[config.mk]
export PLATFORM = sky130hd
export DESIGN_NAME = cdc_reg_responder
export DESIGN_NICKNAME = d
export VERILOG_FILES = /design/src/rtl/cdc_reg_responder.sv
export SDC_FILE = /design/constraint.sdc
export NUM_CORES = 1
export LEC_CHECK = 0
export CORE_ASPECT_RATIO = 0.9
export CORE_MARGIN = 2
export CORE_UTILIZATION = 50
export CTS_BUF_LIST = sky130_fd_sc_hd__clkbuf_4 sky130_fd_sc_hd__clkbuf_8
export CTS_CLUSTER_SIZE = 30
export DETAILED_ROUTE_END_ITERATION = 12
export PLACE_DENSITY_LB_ADDON = 0.3
export SLEW_MARGIN = 20
export SYNTH_ARGS = -nofsm -noshare
export SYNTH_HDL_FRONTEND = slang
export SYNTH_SLANG_ARGS = --single-unit
[constraint.sdc]
create_clock -name clk_i -period 3.5 [get_ports clk_i]
set_input_delay 0.35 -clock clk_i [delete_from_list [all_inputs] [get_ports clk_i]]
set_output_delay 0.35 -clock clk_i [all_outputs]
set_load 0.02 [all_outputs]
[src/rtl/cdc_reg_responder.sv]
// Byte-serial register responder: 'W' addr data -> ACK/NAK, 'R' addr -> value/NAK.
// Inter-byte timeout abandons a partial command; NAKs and timeouts are counted.
module cdc_reg_responder #(
    parameter int TIMEOUT_CYCLES = 2000,
    parameter int NUM_REGS       = 16
) (
    input  logic       clk_i,
    input  logic       rst_i,
    input  logic [7:0] out_data_i,
    input  logic       out_valid_i,
    output logic       out_ready_o,
    output logic [7:0] in_data_o,
    output logic       in_valid_o,
    input  logic       in_ready_i,
    output logic [7:0] gpio_o,
    output logic [7:0] err_cnt_o
);

    localparam logic [7:0] OP_W = 8'h57;
    localparam logic [7:0] OP_R = 8'h52;
    localparam logic [7:0] ACK  = 8'h06;
    localparam logic [7:0] NAK  = 8'h15;

    localparam int TW = (TIMEOUT_CYCLES > 1) ? $clog2(TIMEOUT_CYCLES) : 1;
    localparam logic [TW-1:0] TMO_LAST = TW'(TIMEOUT_CYCLES - 1);
    localparam int AW = (NUM_REGS > 1) ? $clog2(NUM_REGS) : 1;
    localparam logic [8:0] REG_LIM = 9'(NUM_REGS);

    typedef enum logic [1:0] {
        IDLE,
        GET_ADDR,
        GET_DATA,
        RESP
    } state_t;

    state_t        state_q, state_d;
    logic          is_wr_q, is_wr_d;
    logic [7:0]    addr_q, addr_d;
    logic [7:0]    resp_q, resp_d;
    logic [TW-1:0] tmo_q, tmo_d;
    logic [7:0]    err_q;
    logic          err_inc;
    logic          wr_en;
    logic          accept;
    logic          byte_hit;
    logic          addr_hit;
    logic          tmo_hit;
    logic [7:0]    rd_byte;
    logic [7:0]    regs_q [NUM_REGS];

    assign accept   = out_valid_i && out_ready_o;
    assign byte_hit = {1'b0, out_data_i} < REG_LIM;
    assign addr_hit = {1'b0, addr_q} < REG_LIM;
    assign tmo_hit  = tmo_q == TMO_LAST;
    assign rd_byte  = regs_q[out_data_i[AW-1:0]];

    always_comb begin
        state_d = state_q;
        is_wr_d = is_wr_q;
        addr_d  = addr_q;
        resp_d  = resp_q;
        tmo_d   = tmo_q;
        err_inc = 1'b0;
        wr_en   = 1'b0;
        unique case (state_q)
            IDLE: begin
                tmo_d = '0;
                if (accept) begin
                    unique case (1'b1)
                        out_data_i == OP_W: begin
                            is_wr_d = 1'b1;
                            state_d = GET_ADDR;
                        end
                        out_data_i == OP_R: begin
                            is_wr_d = 1'b0;
                            state_d = GET_ADDR;
                        end
                        default: begin
                            resp_d  = NAK;
                            err_inc = 1'b1;
                            state_d = RESP;
                        end
                    endcase
                end
            end
            GET_ADDR: begin
                if (accept) begin
                    addr_d = out_data_i;
                    tmo_d  = '0;
                    if (is_wr_q) begin
                        state_d = GET_DATA;
                    end else begin
                        resp_d  = byte_hit ? rd_byte : NAK;
                        err_inc = !byte_hit;
                        state_d = RESP;
                    end
                end else if (tmo_hit) begin
                    tmo_d   = '0;
                    err_inc = 1'b1;
                    state_d = IDLE;
                end else begin
                    tmo_d = tmo_q + 1'b1;
                end
            end
            GET_DATA: begin
                if (accept) begin
                    tmo_d   = '0;
                    wr_en   = addr_hit;
                    resp_d  = addr_hit ? ACK : NAK;
                    err_inc = !addr_hit;
                    state_d = RESP;
                end else if (tmo_hit) begin
                    tmo_d   = '0;
                    err_inc = 1'b1;
                    state_d = IDLE;
                end else begin
                    tmo_d = tmo_q + 1'b1;
                end
            end
            RESP: begin
                if (in_ready_i) begin
                    state_d = IDLE;
                end
            end
            default: state_d = IDLE;
        endcase
    end

    always_ff @(posedge clk_i) begin
        if (rst_i) begin
            state_q <= IDLE;
            is_wr_q <= 1'b0;
            addr_q  <= '0;
            resp_q  <= '0;
            tmo_q   <= '0;
            err_q   <= '0;
        end else begin
            state_q <= state_d;
            is_wr_q <= is_wr_d;
            addr_q  <= addr_d;
            resp_q  <= resp_d;
            tmo_q   <= tmo_d;
            if (err_inc && err_q != 8'hFF) begin
                err_q <= err_q + 8'd1;
            end
        end
    end

    // Register file; addresses past NUM_REGS never raise wr_en.
    always_ff @(posedge clk_i) begin
        for (int i = 0; i < NUM_REGS; i++) begin
            if (rst_i) begin
                regs_q[i] <= '0;
            end else if (wr_en && addr_q[AW-1:0] == AW'(i)) begin
                regs_q[i] <= out_data_i;
            end
        end
    end

    assign out_ready_o = state_q != RESP;
    assign in_valid_o  = state_q == RESP;
    assign in_data_o   = resp_q;
    assign gpio_o      = regs_q[0];
    assign err_cnt_o   = err_q;

endmodule

Word-level counts from Yosys, hierarchy flattened:

Memories as Yosys holds them, arrays and structs flattened.
Index checks and enable logic that the tools add are counted.
W data, S select, Z words.

* add/sub/neg operators: 2
* magnitude comparators: 2
* equal/unequal tests: 29
* mux-type cells: 95
* bitwise operators: 16
* reductions and logical operators: 31

Operators by type and width (count)
* $mux W8: 22
* $mux W1: 59
* $eq A4 B4 Y1 const B: 8
* $pmux W8 S3: 1
* $mux W11: 2
* $pmux W11 S2: 1
* $logic_and A1 B1 Y1: 18
* $eq A4 B3 Y1 const B: 4
* $eq A8 B7 Y1 const B: 2
* $lt A8 B5 Y1 const B: 2
* $or A1 B1 Y1: 16
* $mux W2: 6
* $ne A2 B2 Y1 const B: 6
* $add A11 B1 Y11 const B: 1
* $eq A11 B11 Y1 const B: 1
* $add A8 B1 Y8 const B: 1
* $eq A4 B2 Y1 const B: 2
* $ne A8 B8 Y1 const B: 1
* $pmux W2 S4: 1
* $reduce_and A6 Y1: 1
* $mux W5: 1
* $eq A2 B2 Y1 const B: 2
* $eq A4 B1 Y1 const B: 1
* $logic_not A4 Y1: 1
* other kinds (11): 15

* register bits: 38
* RAM bits: 128
* input port bits: 12
* output and inout port bits: 26
* word-level logic and storage cells: 182
* memories: 1

Memories
* regs_q: words 16, bits a word 8, read ports 2, clocked after Yosys merged registers in 0, write ports 16, line 49 `logic [7:0] regs_q [NUM_REGS];`

Depth between registers and ports, before layout:

Gate-level depths: netlist of run 1.

* depth in word-level cells: 9
* gate-level depth with buffers: 8
* mapped depth without buffers: 7

Worst setup path before layout of run 1:

OpenSTA, ideal clock, no wires.

* path kind: flip-flop to flip-flop
* from: register state_q[0]
* to: memory regs_q[14][0], enable pin
* setup time: 0.375 ns
* arrival: 2.039 ns
* data required time: 3.125 ns
* slack: 1.087 ns
* cell stages (with the launch flop): 7
* buffers on the path: 1
* period minus slack after synthesis: 2.413 ns
* cells stage by stage: dfxtp_1 > ha_1 > nor2b_1 > nand3_1 > or3_1 > clkbuf_1 > o21bai_1

RTL lines
* start, declared: line 36 `state_t state_q, state_d;`
* start signal, assigned: line 138 `state_q <= state_d;`
* end, declared: line 49

==> results.py, run 1 <==
metrics = {
    "sta": {
        "setup-violations-final": 0,
        "tightest_slew_ps": 881,
        "slew_viol_final": 0,
        "hold_viol": 0,
        "fmax_mhz": 362,
        "max_slew_margin_pct": 41.2,
        "layout_min_cycle_time_ps": 2760,
        "finalWorstSetupSlack_ps": 736,
        "rsz0062_at_grt": "false",
        "period_share_pct": 79.0,
        "finalClockSkew_ps": 10.8,
        "fin_tns_setup_ps": 0,
    },
    "cells_and_area": {
        "diodes": 0,
        "drive_gt1_share_pct": 14.4,
        "final_cell_mix": "and2_1 (128), edfxtp_1 (128), nor2_1 (59), mux4_2 (39), dfxtp_1 (38)",
        "fin_nets": 651,
        "syn_to_final_growth_pct": 12.4,
        "fin_area_um2": 8940,
        "fin_cells": 847,
        "fillers": 1239,
    },
    "placement": {
        "placed_area_um2": 8540,
        "dp_slack_ps": 553,
        "io_buffers": 37,
        "place_inst": 815,
        "dp_hpwl_um": 12500,
        "place.gp.congestion": 0.888,
    },
    "global_route": {
        "grt_pass1_wl_um": 28200,
        "grt-ovfl-total": 0,
        "antenna_found_initial": 0,
        "grt_pass1_vias": 4831,
        "grt_usage_pct": 23.1,
        "grt_max_degree": 54,
    },
    "critical_path": {
        "r2r_cells": 5,
        "crit_arrival_ps": 2840,
        "critical_path.startpoint_type": "flop",
        "reg2reg_from": "state_q[0]$_SDFFE_PP0P_",
        "path_cells": "ha_1 > nor2b_1 > nand4_1 > nand2b_1 > o21bai_1",
        "r2r_end": "regs_q[13][2]$_SDFFCE_PN0P_",
        "critPathMaxStageDelay_ps": 760,
        "worst_ep_required_time_ps": 3580,
        "cp_slowest_cell": "o21bai_1",
        "crit_path_end_kind": "flop",
        "worstPathMaxFanout": 8,
        "rrSetupSlack_ps": 740,
        "path_class": "reg2reg",
    },
    "synth": {
        "synth_warnings": 0,
        "synth-seq-cells": 166,
        "synthesis.nets": 616,
        "syn_avg_cell_area_um2": 13.3,
        "ys_types": 58,
        "ys_seq_area_share_pct": 57.9,
        "async_reset_ff_share_pct": 0,
        "synth_edf_count": 128,
        "netlist_area_um2": 7950,
        "synthCells": 597,
        "synthFlopType": "edfxtp_1",
    },
    "run": {
        "drv_cap": 0,
    },
    "status": {
        "status": "finished clean",
    },
    "die": {
        "dieArea_um2": 16900,
        "core_area_um2": 15500,
        "die_w_um": 137,
        "ios": 38,
        "initial_core_util_pct": 51.3,
        "die_h_um": 124,
        "rows": 43,
    },
    "min_path": {
        "min_from": "rst_i",
        "worstHoldPathType": "in2reg",
        "hold_end": "state_q[0]$_SDFFE_PP0P_",
        "whs_path_depth": 2,
    },
    "clock_tree": {
        "holdBufCountCts": 0,
        "cts_root_buffer": "clkbuf_8",
        "clk_latency_ps": 450,
        "cts_tree": "yes",
        "clock-sinks": 166,
        "clockBufferDepth": 2,
        "clk_pin_slew_ps": 90,
        "numCtsBuffers": 17,
        "htree_levels": 4,
        "postCtsSetupRepairBufs": 0,
        "ctsResizeCount": 0,
    },
    "routing": {
        "drt_iter0_markers": 438,
        "dr.pass1.iters": 5,
        "totalWireLength_um": 18300,
        "ant_nets": 0,
        "wire_per_inst_um": 21.6,
        "vias_per_cell": 5.92,
        "vias": 5012,
        "drc_errors": 0,
    },
    "pwr": {
        "powerDensity_nw_per_um2": 470,
        "p_leak_nw": 3.30,
        "peakVddDrop_mv": 0.299,
    },
}
routing by layer:
metal / vias to the layer above / global-route usage [%] / routed length, µm
li1: 2263 / - / -
met1: 2535 / 32.9 / 7900
met2: 185 / 35.9 / 8810
met3: 29 / 4.40 / 1140
met4: 0 / 7.73 / 435
met5: - / 0 / 0
synth_stat cells, types with 6 or more instances:
cell | count | area (µm²)
clkbuf_1 | 22 | 82.6
buf_2 | 9 | 45.0
mux4_2 | 39 | 878
nand2_1 | 9 | 33.8
mux2_1 | 6 | 67.6
edfxtp_1 | 128 | 3840
mux2i_1 | 12 | 120
and2_1 | 128 | 801
a21o_1 | 12 | 90.1
dfxtp_1 | 38 | 761
nor2b_1 | 10 | 62.6
nor3_1 | 8 | 40.0
nand3_1 | 9 | 45.0
ha_1 | 7 | 87.6
nor2_1 | 59 | 221
inv_1 | 12 | 45.0
xnor2_1 | 6 | 52.6
nand2b_1 | 8 | 50.1
cell families after synthesis:
kind of cell	after synthesis	synth area share, %
XOR/XNOR	11	1.21
multiplexers	58	13.6
AND/OR/NAND/NOR	258	18.5
AO/OA/AOI/OAI	51	5.41
adder cells (fa/ha/maj)	7	1.10
buffers and inverters	46	2.33
flip-flops	166	57.9
layout make-up:
cell class              count  area (µm²)  area share [%]
flip-flops and latches    166        4600            51.5
multi-input cells         385        3160            35.4
repair buffers             49         470            5.26
well taps                 202         253            2.83
clock buffers              18         248            2.77
clock inverters            14         149            1.67
inverters                  13        48.8           0.546
sequential cells by signal (all words and copies together) (netlist names):
| signal | cells |
|---|---|
| regs_q | 128 |
| tmo_q | 11 |
| addr_q | 8 |
| err_cnt_o | 8 |
| in_data_o | 8 |
| state_q | 2 |
| is_wr_q | 1 |
stage by stage:
step / power (mW) / hold slack (ps) / util, %
2_1_floorplan: 2.66 / 479 / -
3_3_place_gp: 2.84 / 446 / 55.1
3_5_place_dp: 2.87 / 470 / 55.1
4_1_cts: 4.22 / 471 / 57.7
5_1_grt: 4.35 / 506 / 57.7
6_report: 4.20 / 478 / 57.7
worst max-delay path, delay by kind of cell (launching register included):
| kind | cells | cell delay, ps |
|---|---|---|
| fa+ha+maj | 1 | 280 |
| simple gates | 3 | 980 |
| flops | 1 | 370 |
| compound gates | 1 | 760 |
power by group:
part	switching (mW)	leakage [nW]	internal (mW)
sequential	0.0473	1.63	2.20
combinational	0.339	1.48	0.236
clock	0.724	0.196	0.659
worst max path at each step:
stage                                        from                          end  slack (ps)  cells after the start
final                     state_q[0]$_SDFFE_PP0P_  regs_q[13][2]$_SDFFCE_PN0P_         740                      5
after global routing      state_q[0]$_SDFFE_PP0P_  regs_q[13][0]$_SDFFCE_PN0P_         620                      5
after CTS                 state_q[0]$_SDFFE_PP0P_  regs_q[13][0]$_SDFFCE_PN0P_         830                      5
after detailed placement              out_valid_i  regs_q[13][7]$_SDFFCE_PN0P_         550                      5
after global placement                out_valid_i  regs_q[13][3]$_SDFFCE_PN0P_         630                      5
after floorplan           state_q[0]$_SDFFE_PP0P_  regs_q[14][0]$_SDFFCE_PN0P_        1090                      6
Power figures use the tool's default switching activity.
==> run 2, diff against run 1 <==
Clock period 3.5 ns to 2.8 ns, I/O delays scaled along.
==> run 2 against run 1 <==
  * Via count grew 0.36%
  * Highest routed layer unchanged
  * Combinational power increased by 26%
  * Largest power group unchanged
  * Sequential cell count did not move
  * Worst hold slack got worse by 180 ps
  * Worst setup slack got worse by 460 ps
  * Largest cell class unchanged
  * Clock power up 30%
==> results.py, run 2 (same netlist as run 1, synthesis figures left out) <==
metrics = {
    "status": {
        "status": "finished clean",
    },
    "pwr": {
        "combPwrFrac_pct": 13.6,
        "p_sw_mw": 1.39,
        "powerDensity_nw_per_um2": 586,
        "clockPowerShare_pct": 33.6,
        "p_total_mw": 5.33,
        "peakVddDrop_mv": 0.405,
        "p_seq_share_pct": 52.8,
        "p_sw_share_pct": 26.1,
        "p_int_mw": 3.94,
        "p_leak_nw": 3.42,
    },
    "global_route": {
        "grt_max_degree": 37,
        "grt_usage_pct": 22.9,
        "grt_pass1_vias": 5035,
        "grt_pass1_wl_um": 28300,
        "grt-ovfl-total": 0,
        "antenna_found_initial": 0,
    },
    "placement": {
        "place.gp.congestion": 0.846,
        "dp_hpwl_um": 12500,
        "io_buffers": 37,
    },
    "clock_tree": {
        "clk_latency_ps": 460,
        "clock-sinks": 166,
        "postCtsSetupRepairBufs": 0,
        "ctsResizeCount": 0,
        "numCtsBuffers": 17,
        "htree_levels": 4,
        "clk_pin_slew_ps": 90,
        "cts_root_buffer": "clkbuf_8",
        "cts_tree": "yes",
        "clockBufferDepth": 2,
        "holdBufCountCts": 0,
    },
    "routing": {
        "dr.pass1.iters": 5,
        "ant_nets": 0,
        "totalWireLength_um": 18000,
        "drt_iter0_markers": 477,
        "vias_per_cell": 5.80,
        "drc_errors": 0,
        "vias": 5030,
        "wire_per_inst_um": 20.8,
    },
    "sta": {
        "rsz0062_at_grt": "false",
        "tightest_slew_ps": 767,
        "layout_min_cycle_time_ps": 2520,
        "setup-violations-final": 0,
        "hold_viol": 0,
        "max_slew_margin_pct": 48.5,
        "period_share_pct": 90.0,
        "fin_tns_setup_ps": 0,
        "slew_viol_final": 0,
        "fmax_mhz": 397,
        "finalClockSkew_ps": 11.6,
    },
    "critical_path": {
        "critPathTopFamily": "compound AO/OA/AOI/OAI gates",
        "r2r_cells": 7,
        "worstPathMaxFanout": 7,
        "rrSetupSlack_ps": 280,
        "reg2reg_from": "state_q[1]$_SDFFE_PP0P_",
        "r2r_end": "err_cnt_o[3]$_SDFFE_PP0P_",
        "crit_path_end_kind": "flop",
        "critPathMaxStageDelay_ps": 530,
        "worst_ep_required_time_ps": 3140,
        "crit_arrival_ps": 2860,
        "critPathBufInv": 2,
        "critPathMostFrequentCell": "inv_1",
        "path_cells": "inv_1 > ha_1 > inv_1 > o31ai_1 > o211ai_1 > a21oi_1 > mux2_1",
        "cp_slowest_cell": "o31ai_1",
        "critical_path.startpoint_type": "flop",
        "path_class": "reg2reg",
    },
    "run": {
        "drv_cap": 0,
    },
    "min_path": {
        "whs_path_depth": 2,
        "worstHoldPathType": "in2reg",
        "min_from": "rst_i",
        "hold_end": "state_q[1]$_SDFFE_PP0P_",
    },
    "cells_and_area": {
        "drive_gt1_share_pct": 17.3,
        "syn_to_final_growth_pct": 14.4,
        "fin_nets": 671,
        "max_flop_register": "regs_q",
        "final_cell_mix": "and2_1 (128), edfxtp_1 (128), nor2_1 (59), mux4_2 (39), dfxtp_1 (38)",
        "largest_register_ffs": 128,
        "diodes": 0,
        "reg_top3": "regs_q: 128 flops, tmo_q: 11 flops",
        "utilization_pct": 58.7,
    },
    "die": {
        "dieArea_um2": 16900,
        "die_w_um": 137,
        "initial_core_util_pct": 51.3,
        "core_area_um2": 15500,
        "rows": 43,
        "ios": 38,
        "die_h_um": 124,
    },
}
## run 2: cell types whose count changed in the layout (fill, tap and decap cells not counted), sizes merged
cell	before	now
clkbuf	18	17
bufinv	2	3
buf	15	35
clkinv	6	5
clkinvlp	2	3
## run 2: worst reg2reg max path, cell delays in order (launching register included)
cell      delay, ps
dfxtp_1         360
inv_1           130
ha_1            370
inv_1           160
o31ai_1         530
o211ai_1        250
a21oi_1         260
mux2_1          350
## run 2: layout make-up
| class | count | area [µm²] |
|---|---|---|
| inverters | 13 | 48.8 |
| fillers | 1198 | 6390 |
| flip-flops and latches | 166 | 4600 |
| clock inverters | 15 | 176 |
| clock buffers | 17 | 234 |
| repair buffers | 69 | 621 |
| multi-input cells | 385 | 3160 |
| well taps | 202 | 253 |
## run 2: worst max-delay path by stage
stage / from / endpoint / cells past startpoint
6_report: state_q[1]$_SDFFE_PP0P_ / err_cnt_o[3]$_SDFFE_PP0P_ / 7
5_1_grt: state_q[1]$_SDFFE_PP0P_ / err_cnt_o[3]$_SDFFE_PP0P_ / 7
4_1_cts: state_q[1]$_SDFFE_PP0P_ / err_cnt_o[3]$_SDFFE_PP0P_ / 7
3_5_place_dp: out_data_i[7] / err_cnt_o[5]$_SDFFE_PP0P_ / 6
3_3_place_gp: out_data_i[7] / err_cnt_o[5]$_SDFFE_PP0P_ / 6
2_1_floorplan: state_q[0]$_SDFFE_PP0P_ / regs_q[14][0]$_SDFFCE_PN0P_ / 6
## run 2: stage by stage
stage	setup slack (ps)	hold WS, ps	cell area (µm²)	cells
after global routing	133	311	9100	867
final	281	301	9100	867
after CTS	320	276	9100	867
after floorplan	387	424	7950	597
after detailed placement	227	453	8690	835
after global placement	269	448	8690	835
## run 2: per-layer routing
layer / GRT usage [%] / up-vias / wire [µm] / share of wire (%)
li1: - / 2292 / - / -
met3: 4.52 / 26 / 1040 / 5.8
met4: 8.25 / 0 / 454 / 2.5
met1: 32.7 / 2544 / 8040 / 45
met2: 35.3 / 168 / 8480 / 47
met5: 0 / - / 0 / 0
## run 2: power groups by stage
stage / sequential, mW / combinational [mW] / clock, mW
floorplan: 2.88 / 0.443 / 0
global placement: 2.86 / 0.711 / 0
detailed placement: 2.87 / 0.724 / 0
CTS: 2.81 / 0.727 / 1.81
global route: 2.82 / 0.785 / 1.90
finish: 2.81 / 0.726 / 1.79
